## src/rtl/alu_reservation_station_pkg.sv

```systemverilog
// Shared ALU dispatch definitions: widths, the free-tag encoding and the packed
// dispatch word layout, so the Decoder's packing and this station's unpacking stay tied.
// Field order is {dest, tag2, data2, tag1, data1, op}, MSB first.
package alu_reservation_station_pkg;

    localparam int DATA_W = 32;
    localparam int TAG_W  = 4;
    localparam int OP_W   = 6;

    // Tag value meaning "operand already holds its value"
    localparam logic [TAG_W-1:0] TAG_FREE = '0;

    // Dispatch word width and field LSB/MSB offsets
    localparam int IN_W      = 3*TAG_W + 2*DATA_W + OP_W;
    localparam int OP_LSB    = 0;
    localparam int OP_MSB    = OP_LSB + OP_W - 1;
    localparam int DATA1_LSB = OP_MSB + 1;
    localparam int DATA1_MSB = DATA1_LSB + DATA_W - 1;
    localparam int TAG1_LSB  = DATA1_MSB + 1;
    localparam int TAG1_MSB  = TAG1_LSB + TAG_W - 1;
    localparam int DATA2_LSB = TAG1_MSB + 1;
    localparam int DATA2_MSB = DATA2_LSB + DATA_W - 1;
    localparam int TAG2_LSB  = DATA2_MSB + 1;
    localparam int TAG2_MSB  = TAG2_LSB + TAG_W - 1;
    localparam int DEST_LSB  = TAG2_MSB + 1;
    localparam int DEST_MSB  = DEST_LSB + TAG_W - 1;

    // One station slot payload; also the dispatch word layout (first field is MSB)
    typedef struct packed {
        logic [TAG_W-1:0]  dest;
        logic [TAG_W-1:0]  tag2;
        logic [DATA_W-1:0] data2;
        logic [TAG_W-1:0]  tag1;
        logic [DATA_W-1:0] data1;
        logic [OP_W-1:0]   op;
    } alu_dispatch_t;

    // A CDB broadcast captures an operand waiting on its tag; the free tag never matches
    function automatic logic cdb_hit(input logic cdb_vld,
                                     input logic [TAG_W-1:0] cdb_tag,
                                     input logic [TAG_W-1:0] tag);
        return cdb_vld && (cdb_tag != TAG_FREE) && (tag == cdb_tag);
    endfunction

endpackage

```

## src/rtl/alu_reservation_station_if.sv

```systemverilog
// Decoder/CDB-facing bundle of the ALU reservation station plus its issue port.
// master = the driving environment (Decoder, CDB, flush source, ALU observer).
// slave  = the reservation station itself.
interface alu_reservation_station_if
    import alu_reservation_station_pkg::*;
    ();

    logic              in_enable;
    logic [IN_W-1:0]   in_data;
    logic              full;
    logic              cdb_valid;
    logic [TAG_W-1:0]  cdb_tag;
    logic [DATA_W-1:0] cdb_data;
    logic              flush;
    logic              issue_valid;
    logic [OP_W-1:0]   issue_op;
    logic [DATA_W-1:0] issue_a;
    logic [DATA_W-1:0] issue_b;
    logic [TAG_W-1:0]  issue_dest;

    modport master (
        output in_enable, in_data, cdb_valid, cdb_tag, cdb_data, flush,
        input  full, issue_valid, issue_op, issue_a, issue_b, issue_dest
    );

    modport slave (
        input  in_enable, in_data, cdb_valid, cdb_tag, cdb_data, flush,
        output full, issue_valid, issue_op, issue_a, issue_b, issue_dest
    );

endinterface

```

## src/rtl/alu_reservation_station_rs_priority_enc.sv

```systemverilog
// Lowest-set-bit encoder (rs_priority_enc): index of the lowest requesting bit plus an any flag.
// Latency: purely combinational.
// Backpressure: none; idx is 0 when no bit is set, qualify with any.
module alu_reservation_station_rs_priority_enc #(
    parameter int N     = 4,
    parameter int IDX_W = $clog2(N)
) (
    input  logic [N-1:0]     req,
    output logic [IDX_W-1:0] idx,
    output logic             any
);

    // Scan from the top so the lowest set bit is the last (winning) assignment
    always_comb begin
        idx = '0;
        for (int i = N - 1; i >= 0; i--) begin
            if (req[i]) begin
                idx = IDX_W'(i);
            end
        end
    end

    assign any = |req;

endmodule

```

## src/rtl/alu_reservation_station.sv

```systemverilog
// Buffers dispatched ALU ops until both operands are valid, snoops the CDB, issues one per cycle.
// Latency: ready op dispatched at edge N issues at edge N+1; CDB wakeup at N issues at N+1 earliest.
// Backpressure: full (=&busy, one cycle conservative) stalls dispatch; ALU accepts every cycle.
module alu_reservation_station
    import alu_reservation_station_pkg::*;
#(
    parameter int ENTRIES = 4
) (
    input  logic                      clk,
    input  logic                      rst,
    alu_reservation_station_if.slave  rs
);

    localparam int IDX_W = $clog2(ENTRIES);

    logic [ENTRIES-1:0] busy;
    alu_dispatch_t      slots [ENTRIES];

    logic [ENTRIES-1:0] ready;
    logic [IDX_W-1:0]   free_idx;
    logic               free_any;
    logic [IDX_W-1:0]   rdy_idx;
    logic               rdy_any;
    logic               disp_fire;
    alu_dispatch_t      din;
    alu_dispatch_t      din_byp;

    assign din       = alu_dispatch_t'(rs.in_data);
    assign disp_fire = rs.in_enable && free_any;
    assign rs.full   = &busy;

    // A slot is ready once it is occupied and neither operand waits on a tag
    always_comb begin
        ready = '0;
        for (int i = 0; i < ENTRIES; i++) begin
            ready[i] = busy[i] && (slots[i].tag1 == TAG_FREE) && (slots[i].tag2 == TAG_FREE);
        end
    end

    // Capture a same-cycle broadcast into the op being dispatched so it is not lost
    always_comb begin
        din_byp = din;
        if (cdb_hit(rs.cdb_valid, rs.cdb_tag, din.tag1)) begin
            din_byp.data1 = rs.cdb_data;
            din_byp.tag1  = TAG_FREE;
        end
        if (cdb_hit(rs.cdb_valid, rs.cdb_tag, din.tag2)) begin
            din_byp.data2 = rs.cdb_data;
            din_byp.tag2  = TAG_FREE;
        end
    end

    alu_reservation_station_rs_priority_enc #(.N(ENTRIES), .IDX_W(IDX_W)) u_free_sel (
        .req (~busy),
        .idx (free_idx),
        .any (free_any)
    );

    alu_reservation_station_rs_priority_enc #(.N(ENTRIES), .IDX_W(IDX_W)) u_ready_sel (
        .req (ready),
        .idx (rdy_idx),
        .any (rdy_any)
    );

    // Occupancy: issue frees the selected slot, dispatch claims the lowest free one, flush kills all
    always_ff @(posedge clk or negedge rst) begin
        if (!rst) begin
            busy <= '0;
        end else if (rs.flush) begin
            busy <= '0;
        end else begin
            if (rdy_any) begin
                busy[rdy_idx] <= 1'b0;
            end
            if (disp_fire) begin
                busy[free_idx] <= 1'b1;
            end
        end
    end

    // Slot payload: load on dispatch, otherwise pick up matching CDB results (no reset needed)
    always_ff @(posedge clk) begin
        for (int i = 0; i < ENTRIES; i++) begin
            if (disp_fire && (free_idx == IDX_W'(i))) begin
                slots[i] <= din_byp;
            end else if (busy[i]) begin
                if (cdb_hit(rs.cdb_valid, rs.cdb_tag, slots[i].tag1)) begin
                    slots[i].data1 <= rs.cdb_data;
                    slots[i].tag1  <= TAG_FREE;
                end
                if (cdb_hit(rs.cdb_valid, rs.cdb_tag, slots[i].tag2)) begin
                    slots[i].data2 <= rs.cdb_data;
                    slots[i].tag2  <= TAG_FREE;
                end
            end
        end
    end

    // Registered issue port: present the lowest ready slot to the ALU each cycle
    always_ff @(posedge clk or negedge rst) begin
        if (!rst) begin
            rs.issue_valid <= 1'b0;
            rs.issue_op    <= '0;
            rs.issue_a     <= '0;
            rs.issue_b     <= '0;
            rs.issue_dest  <= TAG_FREE;
        end else if (rs.flush) begin
            rs.issue_valid <= 1'b0;
        end else if (rdy_any) begin
            rs.issue_valid <= 1'b1;
            rs.issue_op    <= slots[rdy_idx].op;
            rs.issue_a     <= slots[rdy_idx].data1;
            rs.issue_b     <= slots[rdy_idx].data2;
            rs.issue_dest  <= slots[rdy_idx].dest;
        end else begin
            rs.issue_valid <= 1'b0;
        end
    end

endmodule

```

## src/flat_wrapper.sv

```systemverilog
// flat-port wrapper written by rule: the top's interface ports become plain ports
module alu_reservation_station_flat import alu_reservation_station_pkg::*;
#(
    parameter int ENTRIES = 4
)
  (clk, rst, rs_in_enable, rs_in_data, rs_cdb_valid, rs_cdb_tag, rs_cdb_data, rs_flush, rs_full, rs_issue_valid, rs_issue_op, rs_issue_a, rs_issue_b, rs_issue_dest);
  alu_reservation_station_if rs_i ();
  input  logic clk;
  input  logic rst;
  input wire logic [$bits(rs_i.in_enable)-1:0] rs_in_enable;
  input wire logic [$bits(rs_i.in_data)-1:0] rs_in_data;
  input wire logic [$bits(rs_i.cdb_valid)-1:0] rs_cdb_valid;
  input wire logic [$bits(rs_i.cdb_tag)-1:0] rs_cdb_tag;
  input wire logic [$bits(rs_i.cdb_data)-1:0] rs_cdb_data;
  input wire logic [$bits(rs_i.flush)-1:0] rs_flush;
  output wire logic [$bits(rs_i.full)-1:0] rs_full;
  output wire logic [$bits(rs_i.issue_valid)-1:0] rs_issue_valid;
  output wire logic [$bits(rs_i.issue_op)-1:0] rs_issue_op;
  output wire logic [$bits(rs_i.issue_a)-1:0] rs_issue_a;
  output wire logic [$bits(rs_i.issue_b)-1:0] rs_issue_b;
  output wire logic [$bits(rs_i.issue_dest)-1:0] rs_issue_dest;
  assign rs_i.in_enable = rs_in_enable;
  assign rs_i.in_data = rs_in_data;
  assign rs_i.cdb_valid = rs_cdb_valid;
  assign rs_i.cdb_tag = rs_cdb_tag;
  assign rs_i.cdb_data = rs_cdb_data;
  assign rs_i.flush = rs_flush;
  assign rs_full = rs_i.full;
  assign rs_issue_valid = rs_i.issue_valid;
  assign rs_issue_op = rs_i.issue_op;
  assign rs_issue_a = rs_i.issue_a;
  assign rs_issue_b = rs_i.issue_b;
  assign rs_issue_dest = rs_i.issue_dest;
  alu_reservation_station #(.ENTRIES(ENTRIES)) u_core (.clk(clk), .rst(rst), .rs(rs_i));
endmodule
```

## config.mk

```make
export PLATFORM = sky130hd
export DESIGN_NAME = alu_reservation_station_flat
export DESIGN_NICKNAME = d
export VERILOG_FILES = /design/src/rtl/alu_reservation_station_pkg.sv /design/src/rtl/alu_reservation_station_if.sv /design/src/rtl/alu_reservation_station_rs_priority_enc.sv /design/src/rtl/alu_reservation_station.sv /design/src/flat_wrapper.sv
export SDC_FILE = /design/constraint.sdc
export NUM_CORES = 1
export LEC_CHECK = 0
export ABC_CLOCK_PERIOD_IN_PS = 3500
export BUFFER_PORTS_ARGS = -buffer_cell sky130_fd_sc_hd__buf_4
export CAP_MARGIN = 20
export CORE_UTILIZATION = 50
export DETAILED_ROUTE_END_ITERATION = 10
export HOLD_SLACK_MARGIN = 0.1
export PLACE_DENSITY = 0.73
export SYNTH_ARGS = -nofsm -noshare
export SYNTH_HDL_FRONTEND = slang
export SYNTH_HIERARCHICAL = 1
export SYNTH_SLANG_ARGS = --single-unit
```

## constraint.sdc

```tcl
create_clock -name clk -period 3.5 [get_ports clk]
set_input_delay 0.7 -clock clk [delete_from_list [all_inputs] [get_ports clk]]
set_output_delay 0.7 -clock clk [all_outputs]
set_load 0.005 [all_outputs]
```

==> results_dict.tcl, run 1 <==
set metrics [dict create \
    status "complete, no violations" \
    vias_per_cell 6.12 \
    timing.fmax_mhz 329 \
    routed.top_layer "met5" \
    path_clk_slew_ns 0.06 \
    final_common_cell "edfxtp_1" \
    antenna_found_initial 6 \
    num_io_pins 199 \
    cts.sink_count 407 \
    area_growth_pct 16.8 \
    die_h_um 205 \
    power_frac_comb_pct 13.4 \
    synth_cell_types 45 \
    grt_pass1_vias 12800 \
    final_cells 2032 \
    synth_cells 1305 \
    synth_edf_count 320 \
    slew_viol_final 0 \
    setup_viol 0 \
    grt_usage_pct 25.7 \
    rsz0062_at_grt "false" \
    async_reset_ff_share_pct 19.4 \
    crit_type "register to register" \
    chipWidth_um 205 \
    cts_hold_buf 0 \
    finalNetCount 1592 \
    met3_length_um 3660 \
    timing.final.crit_share_pct 86.7 \
    crit_family "simple AND/OR/NAND/NOR gates" \
    globalplace.congestion 0.811 \
    worstPathBufferInverterCount 3 \
    worstMarginPinSlew_ns 0.953 \
    place_area_um2 22600 \
    dieArea_um2 41800 \
    yosysTopAreaCellShare_pct 46.9 \
    pwr-share-clk_pct 37.2 \
    dp.cells 1950 \
    crit_slowest_cell "and4b_4" \
    crit_path_start_kind "register" \
    total_leakage_power_uw 0.00886 \
    core_um2 40100 \
    cts_made_buffers 42 \
    seq_area_frac_synth_pct 57.3 \
    yosys.area.top_type "edfxtp_1" \
    grt_pass1_wl_um 78600 \
    synth_fp_nets 1428 \
    final_cell_mix "320 x edfxtp_1, 237 x buf_4, 180 x mux2_4" \
    yosysWarningCount 6 \
    rr_startpoint "u_core/busy[2]$_DFF_PN0_" \
    clk_latency_ns 0.58 \
    grt_start_max_net_pins 79 \
    drtPass1Iterations 5 \
    swShare_pct 23.7 \
    hold_class "input pin to async pin" \
    maxCapViolCount 0 \
    start_util_pct 51.1 \
    power_density_nw_per_um2 488 \
    worstPathCellList "inv_1 > nor2_1 > nor3_1 > and4b_4 > buf_4 > o21ai_4 > buf_12 > o211ai_1" \
    hold_ws_ns 0.193 \
    critical_path_required_ns 3.91 \
    r2r_cells 8 \
    drcViolationCount 0 \
    arrival_ns 3.44 \
    synth.avg_cell_area_um2 15.7 \
    cts_max_level 2 \
    slowest_delay_ns 0.62 \
    place_ws_ns 0.474 \
    fin_area_um2 24000 \
    yosys-top-cells-area "edfxtp_1 47%, mux2_4 13%, dfrtp_1 9.6%" \
    drive_gt1_share_pct 45.6 \
    rows 73 \
    fin_ws_ns 0.464 \
    wl_um 53400 \
    cts_tree "yes" \
    crit_fanout 32 \
    setup-tns-final_ns 0 \
    end_kind "register" \
    wl_met1_um 21500 \
    clockBufferDepth 3 \
    fin_crit_ns 3.04 \
    hold_viol 0 \
    reg2reg_slack_ns 0.46 \
    post_cts_buffers 0 \
    gr-total-overflow 0 \
    wl_per_cell_um 26.3 \
    vias 12400 \
    fin_skew_ns 0.0242 \
    max-vdd-ir-drop_uv 331 \
    slew_headroom_pct 36.4 \
    synth-seq-cells 407 \
    cts_root_buf "clkbuf_16" \
    cp_num_cells 8 \
    wl_met2_um 26800 \
    ant_nets 0 \
    seqPwrFrac_pct 49.4 \
    intPower_uw 8910 \
    cts-resized-gates 0 \
    drt_iter0_drc 1128 \
    ys.flop_type "edfxtp_1" \
    startpoint "u_core/busy[2]$_DFF_PN0_" \
    r2r_end "u_core/slots[2][67]$_DFFE_PP_" \
    hpwl_um 33300 \
    p_switching_uw 2770 \
    io_buffers 198 \
    critical_path.endpoint "u_core/slots[2][67]$_DFFE_PP_" \
    syn_area_um2 20500 \
]
==> registers in the layout (all words and copies together), names as in the netlist <==
register               cells
u_core/slots             328
u_core/rs.issue_a         32
u_core/rs.issue_b         32
u_core/rs.issue_op         6
u_core/busy                4
u_core/rs.issue_dest       4
u_core/rs.issue_valid      1
==> through the flow <==
stage / util, % / total power [uW]
2_1_floorplan: - / 6660
3_3_place_gp: 56.3 / 7370
3_5_place_dp: 56.4 / 7430
4_1_cts: 59.7 / 11700
5_1_grt: 59.7 / 12100
6_report: 59.7 / 11700
==> power groups by stage <==
stage | logic, uW | registers (uW) | clock network (uW)
finish | 1560 | 5770 | 4350
global placement | 1520 | 5850 | 0
CTS | 1570 | 5770 | 4400
detailed placement | 1560 | 5860 | 0
global route | 1660 | 5800 | 4600
floorplan | 843 | 5820 | 0
==> how the worst min path moves through the flow <==
stage	slack (ns)	to	start	depth (start not counted)
4_1_cts	0.21	u_core/rs.issue_valid$_DFF_PN0_	rst	1
2_1_floorplan	0.40	u_core/busy[0]$_DFF_PN0_	rst	0
5_1_grt	0.24	u_core/rs.issue_valid$_DFF_PN0_	rst	1
6_report	0.19	u_core/rs.issue_valid$_DFF_PN0_	rst	1
3_5_place_dp	0.50	u_core/rs.issue_dest[2]$_DFFE_PN0P_	u_core/rs.issue_dest[2]$_DFFE_PN0P_	1
3_3_place_gp	0.49	u_core/rs.issue_a[10]$_DFFE_PN0P_	u_core/rs.issue_a[10]$_DFFE_PN0P_	1
==> area by class of cell <==
type,instances,area [um^2]
inverters,75,282
diodes,4,10.0
multi-input cells,696,7940
flip-flops and latches,407,11700
well taps,525,657
repair buffers,247,1980
clock buffers,64,1190
clock inverters,14,145
fillers,2966,16100
==> metal layers <==
layer  up-vias  track usage [%]
li1       5388                -
met1      6415             33.1
met2       523             43.5
met3       107             4.52
met4         4             9.22
met5         -                0
==> synth_stat cells (3+ instances only) <==
library cell	instances
a21oi_1	4
a32o_1	8
and3_1	26
buf_1	33
buf_2	35
buf_4	6
buf_6	19
clkbuf_1	34
dfrtp_1	79
dfxtp_1	8
edfxtp_1	320
inv_1	75
mux2_2	86
mux2_4	180
mux4_2	74
nand2_1	12
nand2b_1	3
nand3_1	65
nand3_4	4
nand4_1	71
nor2_1	7
nor4_1	7
o211ai_1	64
o21ai_0	8
o22ai_4	6
or2_2	6
xnor2_1	32
xor2_1	8
==> cells by family (layout without fill, tap and decap cells) <==
family / Yosys count / after routing / share of synthesized area (%)
DFF: 407 / 407 / 57.3
muxes: 340 / 340 / 26.0
and+or+nand+nor: 219 / 219 / 6.42
buffers and inverters: 202 / 400 / 4.72
AOI/OAI and AO/OA: 97 / 97 / 3.86
xor gates and xnor gates: 40 / 40 / 1.71
other: 0 / 4 / 0
Power figures use the tool's default switching activity.
==> run 2, diff against run 1 <==
--- a/config.mk
+++ b/config.mk
@@ -14,5 +14,4 @@
 export PLACE_DENSITY = 0.73
 export SYNTH_ARGS = -nofsm -noshare
 export SYNTH_HDL_FRONTEND = slang
-export SYNTH_HIERARCHICAL = 1
 export SYNTH_SLANG_ARGS = --single-unit
==> run 2 against run 1 <==
- combinational power up 3%
- synthesized cell count rose by 13%
- die area shrank 3.3%
- routed wire length increased by 11%
- hold slack gained 0.014 ns
- global-route usage up 3.6 points
- clock power up 3%
- via count rose by 13%
- largest power group unchanged
==> results_dict.tcl, run 2 <==
set metrics [dict create \
    yosysTopAreaCellShare_pct 48.5 \
    fin_crit_ns 2.73 \
    yosys.area.top_type "edfxtp_1" \
    drtPass1Iterations 7 \
    slew_viol_final 0 \
    post-synth-top-count-cell "edfxtp_1" \
    area_growth_pct 18.4 \
    hold_class "input pin to async pin" \
    max-vdd-ir-drop_uv 281 \
    top_register "u_core.slots" \
    place_ws_ns 0.429 \
    power_density_nw_per_um2 513 \
    maxCapViolCount 0 \
    yosys-top-cells-area "edfxtp_1 48%, dfrtp_1 10%, mux2_4 9.1%" \
    setup-tns-final_ns 0 \
    synth_common_cells "320 x edfxtp_1, 120 x mux2_4, 93 x nand2_1, 91 x nand3_1, 85 x nor2_1" \
    largest_reg_flops 328 \
    cts_tree "yes" \
    critical_path_required_ns 3.95 \
    cts.sink_count 407 \
    grt_usage_pct 29.2 \
    num_io_pins 199 \
    vias_per_cell 6.37 \
    cts-resized-gates 0 \
    drt_iter0_drc 1283 \
    synth_cell_types 41 \
    worstMarginPinSlew_ns 1.14 \
    synth_fp_nets 1594 \
    finalNetCount 1775 \
    dieArea_um2 40400 \
    vias 14100 \
    slew_headroom_pct 23.9 \
    path_clk_slew_ns 0.06 \
    clockBufferDepth 3 \
    seqPwrFrac_pct 49.5 \
    p_switching_uw 2900 \
    fin_ws_ns 0.765 \
    rsz0062_at_grt "false" \
    yosysWarningCount 0 \
    synth-seq-cells 407 \
    crit_path_start_kind "register" \
    reg_top3 "u_core.slots x328, u_core.rs.issue_a x32, u_core.rs.issue_b x32" \
    timing.final.crit_share_pct 78.1 \
    clk_latency_ns 0.56 \
    fin_skew_ns 0.0218 \
    synth_cells 1471 \
    wl_um 59300 \
    die_h_um 201 \
    drive_gt1_share_pct 31.4 \
    timing.fmax_mhz 366 \
    syn_area_um2 19800 \
    drcViolationCount 0 \
    ys.flop_type "edfxtp_1" \
    crit_fanout 34 \
    io_buffers 198 \
    start_util_pct 51.0 \
    async_reset_ff_share_pct 19.4 \
    grt_pass1_wl_um 88400 \
    antenna_found_initial 7 \
    total_leakage_power_uw 0.00900 \
    globalplace.congestion 0.839 \
    chipWidth_um 201 \
    power_frac_comb_pct 13.4 \
    arrival_ns 3.19 \
    status "complete, no violations" \
    synth_edf_count 320 \
    hold_viol 0 \
    grt_start_max_net_pins 81 \
    gr-total-overflow 0 \
    synth.avg_cell_area_um2 13.5 \
    ant_nets 0 \
    swShare_pct 24.0 \
    cts_hold_buf 0 \
    cts_made_buffers 43 \
    cts_root_buf "clkbuf_16" \
    final_cell_mix "320 x edfxtp_1, 232 x buf_4, 120 x mux2_4" \
    wl_per_cell_um 26.8 \
    end_kind "register" \
    crit_type "register to register" \
    cts_max_level 2 \
    seq_area_frac_synth_pct 59.3 \
    hpwl_um 36800 \
    setup_viol 0 \
    pwr-share-clk_pct 37.1 \
    post_cts_buffers 0 \
    core_um2 38800 \
    intPower_uw 9160 \
    grt_pass1_vias 14300 \
    final_common_cell "edfxtp_1" \
    rows 72 \
]
## run 2: cell types whose count changed after synthesis, sizes merged, moves of 68 or more
cell	change
a21o	+74
a221oi	+74
a31oi	+72
and2	+78
inv	-73
mux2	-73
mux4	-74
nand2	+80
nand4	-68
nor2	+78
## run 2: power groups by stage
stage | registers [uW] | logic [uW] | clock network, uW
detailed placement | 6060 | 1620 | 0
finish | 5960 | 1610 | 4470
global route | 6000 | 1750 | 4660
floorplan | 5970 | 729 | 0
global placement | 6050 | 1580 | 0
CTS | 5960 | 1620 | 4500
## run 2: worst paths after layout
path	start	endpoint	slack, ns	cells past startpoint
hold / removal	rst	u_core.rs.issue_op[2]$_DFFE_PN0P_	0.21	1
min in group clk	rs_in_data[80]	u_core.slots[1][80]$_DFFE_PP_	0.35	1
max in group asynchronous	rst	u_core.rs.issue_a[19]$_DFFE_PN0P_	2.56	2
setup / recovery	u_core.busy[2]$_DFF_PN0_	u_core.rs.issue_a[19]$_DFFE_PN0P_	0.77	6
hold reg to reg	u_core.slots[2][40]$_SDFFE_PP0P_	u_core.slots[2][40]$_SDFFE_PP0P_	0.49	2
setup reg to reg	u_core.busy[2]$_DFF_PN0_	u_core.rs.issue_a[19]$_DFFE_PN0P_	0.77	6
## run 2: metal layers
| metal | GRT usage [%] | routed length (um) |
|---|---|---|
| met1 | 38.8 | 23200 |
| met2 | 47.1 | 28100 |
| met3 | 5.41 | 5760 |
| met4 | 12.9 | 2220 |
| met5 | 0 | 28 |
## run 2: kinds of logic (layout without fill, tap and decap cells)
group,count (synthesis),in the layout,synth area share (%)
buffers and inverters,123,338,3.83
other,0,5,0
and+or+nand+nor,400,400,9.93
muxes,193,193,13.2
xor gates and xnor gates,40,40,1.77
DFF,407,407,59.3
AOI/OAI and AO/OA,308,308,12.0
## run 2: worst max-delay path, stage by stage, from the launching register on
cell and delay, ns:
dfrtp_1 0.47, nor4b_1 0.57, and3_4 0.67, buf_4 0.43, nand2_1 0.13, a21o_1 0.17, a31oi_1 0.17
## run 2: metrics by stage
stage | hold slack [ns] | area [um^2] | cells | util (%) | total power, uW
after floorplan | 0.404 | 19800 | 1471 | - | 6700
after global placement | 0.479 | 22100 | 2125 | 56.9 | 7630
after detailed placement | 0.486 | 22100 | 2125 | 56.9 | 7680
after CTS | 0.221 | 23500 | 2204 | 60.4 | 12100
after global routing | 0.243 | 23500 | 2205 | 60.4 | 12400
final | 0.207 | 23500 | 2209 | 60.5 | 12100
## run 2: area by class of cell
cell class | instances | area, um^2
inverter | 3 | 11.3
sequential | 407 | 11700
timing repair buffer | 256 | 2220
antenna | 5 | 12.5
multi-input combinational | 941 | 7460
clock inverter | 12 | 110
clock buffer | 67 | 1260
fill | 2905 | 15400
tap | 518 | 648
==> run 3, diff against run 2 <==
--- a/config.mk
+++ b/config.mk
@@ -5,7 +5,7 @@
 export SDC_FILE = /design/constraint.sdc
 export NUM_CORES = 1
 export LEC_CHECK = 0
-export ABC_CLOCK_PERIOD_IN_PS = 3500
+export ABC_CLOCK_PERIOD_IN_PS = 2300
 export BUFFER_PORTS_ARGS = -buffer_cell sky130_fd_sc_hd__buf_4
 export CAP_MARGIN = 20
 export CORE_UTILIZATION = 50
==> constraint.sdc (replaced) <==
create_clock -name clk -period 2.3 [get_ports clk]
set_input_delay 0.46 -clock clk [delete_from_list [all_inputs] [get_ports clk]]
set_output_delay 0.46 -clock clk [all_outputs]
set_load 0.005 [all_outputs]
==> run 3 against run 2 <==
- routed wire length up 2.2%
- power is 56% higher
- critical endpoint is now u_core.rs.issue_b[0]$_DFFE_PN0P_
- critical path type unchanged
- clock power rose by 61%
- clock skew increased by 0.0035 ns
- largest cell class unchanged
- sequential share of layout area shrank 2.0 points
- combinational power grew 60%
- via count grew 1.7%
==> results_dict.tcl, run 3 (synthesis gave the netlist of run 2 again) <==
set metrics [dict create \
    final_common_cell "edfxtp_1" \
    n_fill_cell 2879 \
    fin_area_um2 24500 \
    power_density_nw_per_um2 769 \
    cts_root_buf "clkbuf_16" \
    seqCellArea_um2 11700 \
    whs_path_depth 1 \
    slew_viol_final 0 \
    final_cell_mix "320 x edfxtp_1, 284 x buf_4, 120 x mux2_4" \
    setup-tns-final_ns 0 \
    clk_latency_ns 0.56 \
    r2r_cells 9 \
    crit_type "register to register" \
    drive_gt1_share_pct 34.7 \
    cts_made_buffers 42 \
    wl_um 60600 \
    clockBufferDepth 3 \
    path_clk_slew_ns 0.06 \
    io_buffers 198 \
    wl_per_cell_um 26.5 \
    fin_ws_ns 0.0669 \
    largest_reg_flops 328 \
    worst_path_most_repeated_cell "buf_4" \
    cts_max_level 2 \
    reg_top3 "u_core.slots x328, u_core.rs.issue_a x32, u_core.rs.issue_b x32" \
    crit_path_start_kind "register" \
    grt_start_max_net_pins 76 \
    dieArea_um2 40400 \
    grt_usage_pct 28.8 \
    hold_viol 0 \
    core_um2 38800 \
    ant_nets 0 \
    vias_per_cell 6.25 \
    grt_pass1_wl_um 87200 \
    critical_path_required_ns 2.77 \
    total_leakage_power_uw 0.00950 \
    finalNetCount 1855 \
    cts.sink_count 407 \
    max-vdd-ir-drop_uv 506 \
    cts_tree "yes" \
    vias 14300 \
    holdPathEnd "u_core.slots[0][4]$_DFFE_PP_" \
    chipWidth_um 201 \
    drcViolationCount 0 \
    start_util_pct 51.0 \
    min_from "rs_in_data[4]" \
    rr_startpoint "u_core.slots[3][75]$_SDFFCE_PP0P_" \
    timing.fmax_mhz 448 \
    drt_iter0_drc 1504 \
    timing.final.crit_share_pct 97.1 \
    rows 72 \
    maxCapViolCount 0 \
    fin_skew_ns 0.0253 \
    place_area_um2 22800 \
    arrival_ns 2.70 \
    hold_class "input pin to register" \
    status "complete, no violations" \
    multi_input_area_um2 7490 \
    worstPathBufferInverterCount 4 \
    setup_viol 0 \
    worstMarginPinSlew_ns 0.632 \
    area_growth_pct 23.5 \
    fin_crit_ns 2.23 \
    die_h_um 201 \
    crit_family "buffers and inverters" \
    top_register "u_core.slots" \
    gr-total-overflow 0 \
    r2r_end "u_core.rs.issue_b[0]$_DFFE_PN0P_" \
    end_kind "register" \
    reg2reg_slack_ns 0.07 \
    slowest_delay_ns 0.44 \
    slew_headroom_pct 57.8 \
    crit_slowest_cell "edfxtp_1" \
    crit_fanout 37 \
    grt_pass1_vias 14200 \
    globalplace.congestion 0.861 \
    drtPass1Iterations 8 \
    place_ws_ns -0.166 \
    antenna_found_initial 5 \
    hpwl_um 38000 \
    worstPathCellList "nor4b_1 > nand3_1 > buf_4 > buf_4 > a41oi_4 > buf_12 > buf_8 > nor2_1 > a31oi_1" \
    num_io_pins 199 \
]
## run 3: changes by cell type in the layout (fill, tap and decap cells not counted), sizes merged
| cell | before | now |
|---|---|---|
| buf | 256 | 328 |
| clkbuf | 67 | 53 |
| bufinv | 2 | 7 |
| clkinv | 10 | 15 |
| dlygate4sd3 | 0 | 5 |
| clkinvlp | 0 | 4 |
| and3 | 28 | 30 |
| inv | 3 | 4 |
## run 3: repair_timing
action,4_1_cts,5_1_grt
setup buffers,0,3
hold buffers,5,0
setup endpoints to repair,0,24
hold endpoints to repair,46,0
resized for setup,0,7
## run 3: how the worst max path moves through the flow
stage / cells after the start / slack (ns) / end / from
2_1_floorplan: 4 / -0.56 / u_core.slots[2][10]$_DFFE_PP_ / rs_cdb_tag[1]
3_3_place_gp: 6 / -0.11 / u_core.slots[3][21]$_DFFE_PP_ / rs_cdb_tag[1]
3_5_place_dp: 6 / -0.17 / u_core.slots[3][21]$_DFFE_PP_ / rs_cdb_tag[0]
4_1_cts: 7 / 0.08 / u_core.slots[3][56]$_DFFE_PP_ / u_core.slots[3][74]$_SDFFCE_PP0P_
5_1_grt: 9 / -0.01 / u_core.rs.issue_a[29]$_DFFE_PN0P_ / u_core.slots[3][75]$_SDFFCE_PP0P_
6_report: 9 / 0.07 / u_core.rs.issue_b[0]$_DFFE_PN0P_ / u_core.slots[3][75]$_SDFFCE_PP0P_
## run 3: report_power, final
group	switching, uW	leakage [uW]	internal [uW]
registers	456	0.00404	8610
logic	1150	0.00476	1410
clock network	2930	0.000697	4260
## run 3: layout make-up
class | instances | share of cell area [%]
repair buffers | 335 | 12.7
diodes | 5 | 0.0511
inverters | 3 | 0.0460
clock inverters | 27 | 1.38
clock buffers | 51 | 4.56
multi-input cells | 943 | 30.6
flip-flops and latches | 407 | 48.0
well taps | 518 | 2.65
## run 3: routing by layer
layer  global-route usage [%]  wire length [um]  vias up
met3                     5.04              5920      118
met2                     47.3             29100      848
met4                     10.6              1900        2
li1                         -                 -     6164
met1                     38.3             23600     7176
met5                        0                10        -
## run 3: metrics by stage
stage	total power [uW]	instances	utilization, %	hold WS (ns)
2_1_floorplan	10200	1471	-	0.164
3_3_place_gp	11700	2194	58.8	0.467
3_5_place_dp	11700	2194	58.8	0.470
4_1_cts	18800	2277	62.7	0.102
5_1_grt	19400	2289	63.0	0.104
6_report	18800	2289	63.0	0.114
